### src/rtl/writeback_unit.sv
// writeback_unit: merges queued ALU and load results onto one register-file write port,
// load-first with ALU anti-starvation, plus a 32-entry pending-write scoreboard.
module writeback_unit #(
    parameter int ALU_DEPTH = 4,
    parameter int LD_DEPTH  = 2
) (
    input  logic        clk,
    input  logic        rst_n,
    input  logic        AluValid,
    input  logic [4:0]  AluRd,
    input  logic [63:0] AluData,
    output logic        AluReady,
    input  logic        LoadValid,
    input  logic [4:0]  LoadRd,
    input  logic [63:0] LoadData,
    output logic        LoadReady,
    input  logic        IssueValid,
    input  logic [4:0]  IssueRd,
    output logic [31:0] BusyMask,
    output logic        RegWrite,
    output logic [4:0]  WriteReg,
    output logic [63:0] WriteData
);
    localparam int AAW = $clog2(ALU_DEPTH);
    localparam int LAW = $clog2(LD_DEPTH);
    localparam logic [AAW:0] ALU_FULL = (AAW+1)'(ALU_DEPTH);
    localparam logic [LAW:0] LD_FULL  = (LAW+1)'(LD_DEPTH);

    logic [4:0]   r_alu_rd   [ALU_DEPTH];
    logic [63:0]  r_alu_data [ALU_DEPTH];
    logic [AAW-1:0] r_alu_wp, r_alu_rp;
    logic [AAW:0]   r_alu_cnt;
    logic [4:0]   r_ld_rd   [LD_DEPTH];
    logic [63:0]  r_ld_data [LD_DEPTH];
    logic [LAW-1:0] r_ld_wp, r_ld_rp;
    logic [LAW:0]   r_ld_cnt;
    logic [1:0]   r_starve;

    logic        w_alu_push, w_ld_push, w_alu_ne, w_ld_ne, w_pop_alu, w_pop_ld, w_wr;
    logic [4:0]  w_pop_rd;
    logic [63:0] w_pop_data;
    logic [31:0] w_set, w_clr;

    assign AluReady   = r_alu_cnt < ALU_FULL;
    assign LoadReady  = r_ld_cnt < LD_FULL;
    assign w_alu_push = AluValid && AluReady;
    assign w_ld_push  = LoadValid && LoadReady;
    assign w_alu_ne   = r_alu_cnt != '0;
    assign w_ld_ne    = r_ld_cnt != '0;
    // After three load grants in a row with ALU work waiting, the ALU head wins once.
    assign w_pop_alu  = w_alu_ne && (!w_ld_ne || r_starve == 2'd3);
    assign w_pop_ld   = w_ld_ne && !w_pop_alu;
    assign w_pop_rd   = w_pop_ld ? r_ld_rd[r_ld_rp] : r_alu_rd[r_alu_rp];
    assign w_pop_data = w_pop_ld ? r_ld_data[r_ld_rp] : r_alu_data[r_alu_rp];
    assign w_wr       = (w_pop_ld || w_pop_alu) && w_pop_rd != 5'd0;
    assign w_set      = (IssueValid && IssueRd != 5'd0) ? (32'd1 << IssueRd) : 32'd0;
    assign w_clr      = w_wr ? (32'd1 << w_pop_rd) : 32'd0;

    always_ff @(posedge clk) begin
        if (w_alu_push) begin
            r_alu_rd[r_alu_wp]   <= AluRd;
            r_alu_data[r_alu_wp] <= AluData;
        end
        if (w_ld_push) begin
            r_ld_rd[r_ld_wp]   <= LoadRd;
            r_ld_data[r_ld_wp] <= LoadData;
        end
    end

    always_ff @(posedge clk or negedge rst_n) begin
        if (!rst_n) begin
            r_alu_wp  <= '0;
            r_alu_rp  <= '0;
            r_alu_cnt <= '0;
            r_ld_wp   <= '0;
            r_ld_rp   <= '0;
            r_ld_cnt  <= '0;
            r_starve  <= 2'd0;
            BusyMask  <= 32'd0;
            RegWrite  <= 1'b0;
            WriteReg  <= 5'd0;
            WriteData <= 64'd0;
        end else begin
            if (w_alu_push) r_alu_wp <= r_alu_wp + 1'b1;
            if (w_pop_alu)  r_alu_rp <= r_alu_rp + 1'b1;
            if (w_ld_push)  r_ld_wp  <= r_ld_wp + 1'b1;
            if (w_pop_ld)   r_ld_rp  <= r_ld_rp + 1'b1;
            r_alu_cnt <= r_alu_cnt + (AAW+1)'(w_alu_push) - (AAW+1)'(w_pop_alu);
            r_ld_cnt  <= r_ld_cnt + (LAW+1)'(w_ld_push) - (LAW+1)'(w_pop_ld);
            if (!w_alu_ne || w_pop_alu) r_starve <= 2'd0;
            else if (w_pop_ld)          r_starve <= r_starve + 2'd1;
            // Set after clear: a newly issued producer keeps the register busy.
            BusyMask <= (BusyMask & ~w_clr) | w_set;
            RegWrite <= w_wr;
            if (w_wr) begin
                WriteReg  <= w_pop_rd;
                WriteData <= w_pop_data;
            end
        end
    end
endmodule

### config.mk
export PLATFORM = sky130hd
export DESIGN_NAME = writeback_unit
export DESIGN_NICKNAME = d
export VERILOG_FILES = /design/src/rtl/writeback_unit.sv
export SDC_FILE = /design/constraint.sdc
export NUM_CORES = 1
export LEC_CHECK = 0
export ABC_AREA = 1
export BUFFER_PORTS_ARGS = -buffer_cell sky130_fd_sc_hd__clkbuf_2
export CORE_UTILIZATION = 40
export CTS_BUF_LIST = sky130_fd_sc_hd__clkbuf_8
export DETAILED_ROUTE_END_ITERATION = 7
export PLACE_DENSITY = 0.6
export SYNTH_ARGS = -nofsm -noshare
export SYNTH_HDL_FRONTEND = slang
export SYNTH_SLANG_ARGS = --single-unit
### constraint.sdc
create_clock -name clk -period 7.7 [get_ports clk]
set_input_delay 0.77 -clock clk [delete_from_list [all_inputs] [get_ports clk]]
set_output_delay 0.77 -clock clk [all_outputs]
set_load 0.05 [all_outputs]
# Word-level counts from Yosys, hierarchy flattened
# Memory sizes are Yosys's and may differ from the RTL's.
# Index checks and enable logic that the tools add are counted.
# totals
ff_bits,115
ram_bits,414
elab_cells,59
mem_count,4
# classes
add_sub_neg,9
n_lt_le_gt_ge,2
n_eq_ne,1
shifts,2
mux,10
bitwise,3
reduce_logical,17
# mem_list
name,words,word_bits,read_ports,rd_clocked_by_memory_dff,write_ports,line,text
r_alu_data,4,64,1,0,1,30,logic [63:0] r_alu_data [ALU_DEPTH];
r_ld_data,2,64,1,0,1,34,logic [63:0] r_ld_data [LD_DEPTH];
r_alu_rd,4,5,1,0,1,29,logic [4:0] r_alu_rd [ALU_DEPTH];
r_ld_rd,2,5,1,0,1,33,logic [4:0] r_ld_rd [LD_DEPTH];
# op_table
op,n
32-bit 2-to-1 mux,2
64-bit 2-to-1 mux,1
"1-bit by 5-bit << shifter with 32-bit output, first input constant",2
32-bit bitwise AND,1
32-bit inverter,1
32-bit OR,1
5-bit nonzero test,2
"2-bit by 1-bit adder with 2-bit output, second input constant",3
1-bit logical AND,6
5-bit 2-to-1 mux,1
1-bit 2-to-1 mux,4
2-bit 2-to-1 mux,2
2-bit nonzero test,2
3-bit by 1-bit adder with 3-bit output,1
1-bit logical NOT,3
1-bit logical OR,3
"3-bit < comparator, second input constant",1
3-bit nonzero test,1
3-bit by 1-bit subtractor with 3-bit output,1
"1-bit adder, second input constant",2
2-bit by 1-bit adder with 2-bit output,1
"2-bit equality test, second input constant",1
"2-bit < comparator, second input constant",1
2-bit by 1-bit subtractor with 2-bit output,1

# Depth between registers and ports, before layout
# logic_depth
depth_word,13
ltp_mapped,15
ltp_nobuf,13

# Least setup slack after synthesis
# OpenSTA, ideal clock, no wires.
# synth_path
kind,register to register
startpoint,register r_alu_cnt[2]
endpoint,"memory r_alu_data[0][0], enable pin"
setup_time_ns,0.497
arrival_time_ns,3.924
setup_slack_ns,3.279
stages_incl_launch_ff,4
n_path_buf,0
period_less_slack_ns,4.421
path_cell_list,dfrtp_1 inv_1 nand2_1 nor2_1
# synth_between
elab_chain_cells,4
# synth_rtl
element,line,text
from (decl),32,logic [AAW:0] r_alu_cnt;
from (signal assigned),88,r_alu_cnt <= r_alu_cnt + (AAW+1)'(w_alu_push) - (AAW+1)'(w_pop_alu);
3-bit < comparator,44,assign AluReady = r_alu_cnt < ALU_FULL;
via AluReady,12,"output logic AluReady,"
1-bit logical AND,46,assign w_alu_push = AluValid && AluReady;
1-bit 2-to-1 mux,60,if (w_alu_push) begin
1-bit 2-to-1 mux (implied by the code),62,r_alu_data[r_alu_wp] <= AluData;
to (decl),30,
# The timed path passes the listed nets, and every way through them passes these cells.

# Worst setup path in the final report
# layout_path
startpoint,register r_ld_rp
endpoint,register WriteData[5]
# layout_between
elab_chain_cells,4
word_cells_on_any_way,6
classes_between,mux: 2; reduce/logical: 2; memory: 2
# layout_rtl
element,line,text
from (decl),35,"logic [LAW-1:0] r_ld_wp, r_ld_rp;"
from (signal assigned),87,if (w_pop_ld) r_ld_rp <= r_ld_rp + 1'b1;
memory read 2 x 5 bit,--,
5-bit 2-to-1 mux,53,assign w_pop_rd = w_pop_ld ? r_ld_rd[r_ld_rp] : r_alu_rd[r_alu_rp];
5-bit nonzero test,55,assign w_wr = (w_pop_ld || w_pop_alu) && w_pop_rd != 5'd0;
1-bit logical AND,55,
to (signal assigned),97,WriteData <= w_pop_data;
to (decl),22,output logic [63:0] WriteData
# Several ways; a longest one is shown, not always the timed one.
# A chain may end at the register's enable or synchronous reset.

==> results.json <==
{
  "report.final.slew_viol_count": 0,
  "hold_path.class": "in2async",
  "min_period_over_period": 0.566,
  "grt_overflow": 0,
  "syn_area_per_cell_um2": 12.0,
  "cts_max_level": 3,
  "path_class": "reg2reg",
  "num_rows": 83,
  "clk_pin_slew_ns": 0.06,
  "ctsRootBufferMaster": "clkbuf_8",
  "grt_usage": 0.195,
  "dp_cells": 2578,
  "ant_nets": 0,
  "cts.path.max_buffers": 3,
  "slew_headroom": 0.234,
  "crit_fanout": 70,
  "grt_max_degree": 111,
  "worstRegToRegCells": 12,
  "syn_area_um2": 20800,
  "clkLatencyLatePin_ns": 0.65,
  "nFillCells": 4764,
  "critical_path_required_ns": 8.23,
  "synth.distinct_cells": 29,
  "dieWidth_um": 230,
  "final_hold_viol_count": 0,
  "wl_um": 51700,
  "antenna_found_initial": 13,
  "cts_resized": 0,
  "ys_ff_latch": 529,
  "die_area_um2": 52900,
  "max-cap-violations": 0,
  "status": "completed",
  "cts_made_buffers": 87,
  "r2r_slack_ns": 3.34,
  "synth-main-ff-cell": "edfxtp_1",
  "critPathLaunch": "r_ld_rp$_DFFE_PN0N_",
  "async_flop_share": 0.217,
  "max_freq_mhz": 229,
  "layout_commonest_cell": "nand2_1",
  "dr.pass1.iters": 5,
  "tns_ns": 0,
  "routabilityCongestion": 0.838,
  "drc": 0,
  "grt_pass1_vias": 13724,
  "skew_ns": 0.0316,
  "core-area_um2": 51300,
  "portBuffers": 251,
  "cts_setup_buffers": 0,
  "powerDensity_nw_per_um2": 465,
  "final_cells": 2744,
  "layout_common_cells": "nand2_1, edfxtp_1, clkbuf_2, nor2_1, o21ai_0",
  "netlist_instances": 1734,
  "drive_gt1_frac": 0.201,
  "p_total_mw": 11.3,
  "start_util": 0.405,
  "worst_pin_slew_ns": 1.15,
  "via_count": 13983,
  "nNetsFinal": 2145,
  "endpoint": "WriteData[5]$_DFFE_PN0P_",
  "ctsHoldBuffers": 0,
  "syn_to_final_growth_pct": 17.2,
  "cts_tree": "done",
  "peakVddDrop_v": 0.000255,
  "ys_seq_area_frac": 0.736,
  "finalSetupViolCount": 0,
  "routedWlPerCell_um": 18.8,
  "fin_crit_ns": 4.36,
  "cellLeakagePower_nw": 9.69,
  "drtIter0Drc": 1024,
  "via_per_inst": 5.10,
  "synth-edff-count": 414,
  "cts_sinks": 529,
  "crit_path_end_kind": "register",
  "io_pins": 252,
  "yosys_warnings": 0,
  "syn_nets": 1892,
  "r2r-start": "r_ld_rp$_DFFE_PN0N_",
  "grt_pass1_wl_um": 78200,
  "dieHeight_um": 230,
  "final_util": 0.475,
  "dp_hpwl_um": 30800,
  "start_kind": "register",
  "rsz0062_at_grt": "no",
  "r2r-end": "WriteData[5]$_DFFE_PN0P_",
  "cp.arrival_ns": 4.89
}
-- cell type report --
type | count | area (µm²) | share of cell area
antenna | 6 | 15.0 | 0.000616
clock buffer | 108 | 1490 | 0.0610
clock inverter | 52 | 268 | 0.0110
inverter | 53 | 205 | 0.00842
multi-input combinational | 1050 | 4850 | 0.199
sequential | 529 | 15300 | 0.629
tap | 680 | 851 | 0.0349
timing repair buffer | 266 | 1380 | 0.0564
-- synthesized netlist by cell type (2+ instances only) --
library cell  number  share of area
o22ai_1           64          0.019
nor3_1             4        0.00096
nand3_1           50          0.012
nand2_4            4         0.0022
clkbuf_1          68          0.012
inv_2              6         0.0011
o21ai_0          157          0.038
inv_1             47         0.0085
buf_2             17         0.0041
nand2_1          429          0.077
ha_1               9         0.0054
buf_6              6         0.0032
nand2_2            6         0.0018
xor2_1             6         0.0025
buf_1              2        0.00036
nor2_1           224          0.040
dfrtp_1          115           0.14
buf_4              8         0.0029
nand4_1           24         0.0072
a31oi_1           64          0.019
edfxtp_1         414           0.60
nand3b_1           2        0.00072
xnor2_1            2        0.00084
-- registers in the layout (all words and copies together) (netlist names), 3 cells and up --
signal	cells
r_alu_data	256
r_ld_data	128
WriteData	64
BusyMask	32
r_alu_rd	20
r_ld_rd	10
WriteReg	5
r_alu_cnt	3
-- logic make-up after synthesis --
group | count (synthesis) | share of synthesized area
flip-flops | 529 | 0.736
AO/OA/AOI/OAI | 286 | 0.0766
XOR/XNOR | 8 | 0.00337
adder cells (fa/ha/maj) | 10 | 0.00638
AND/OR/NAND/NOR | 746 | 0.145
buffers and inverters | 155 | 0.0327
-- how the worst min path moves through the flow --
| stage | from | slack (ns) | endpoint |
|---|---|---|---|
| after detailed placement | BusyMask[0]$_DFF_PN0_ | 0.37 | BusyMask[0]$_DFF_PN0_ |
| after CTS | rst_n | 0.06 | WriteData[4]$_DFFE_PN0P_ |
| final | rst_n | 0.09 | WriteData[4]$_DFFE_PN0P_ |
| after global routing | rst_n | 0.1 | WriteData[0]$_DFFE_PN0P_ |
| after global placement | BusyMask[0]$_DFF_PN0_ | 0.36 | BusyMask[0]$_DFF_PN0_ |
| after floorplan | r_starve[0]$_DFFE_PN0P_ | 0.41 | r_starve[0]$_DFFE_PN0P_ |
-- layer usage --
metal / up-vias / part of all wire / track usage
met3: 100 / 0.069 / 0.0500
met1: 6849 / 0.43 / 0.250
met2: 419 / 0.48 / 0.316
met5: - / 0.0016 / 0
met4: 14 / 0.025 / 0.0755
li1: 6601 / - / -
-- metrics by stage --
| stage | setup WS (ns) | hold WS [ns] | cell area, µm² |
|---|---|---|---|
| 3_5_place_dp | 3.34 | 0.370 | 22600 |
| 6_report | 3.34 | 0.0924 | 24400 |
| 2_1_floorplan | 3.28 | 0.409 | 20800 |
| 4_1_cts | 3.35 | 0.0628 | 24400 |
| 3_3_place_gp | 3.42 | 0.364 | 22600 |
| 5_1_grt | 2.93 | 0.0979 | 24400 |
-- critical path, stage by stage, from the launching register on --
cell      delay (ns)
dfrtp_4         0.97
clkinv_2        0.81
nand2_1         0.21
nand2_1         0.07
nand3_1         0.08
nand2_1         0.29
nor2_2          0.23
nand3_2         0.11
nand2_4         0.49
inv_2           0.25
buf_4           0.41
nand2_1         0.16
nand2_1         0.06
-- where the power goes --
| group | total (mW) | internal, mW | switching (mW) |
|---|---|---|---|
| sequential | 4.16 | 3.82 | 0.341 |
| clock | 2.43 | 1.33 | 1.09 |
| combinational | 4.74 | 1.16 | 3.58 |
| total | 11.3 | 6.31 | 5.02 |
Power figures use the tool's default switching activity.
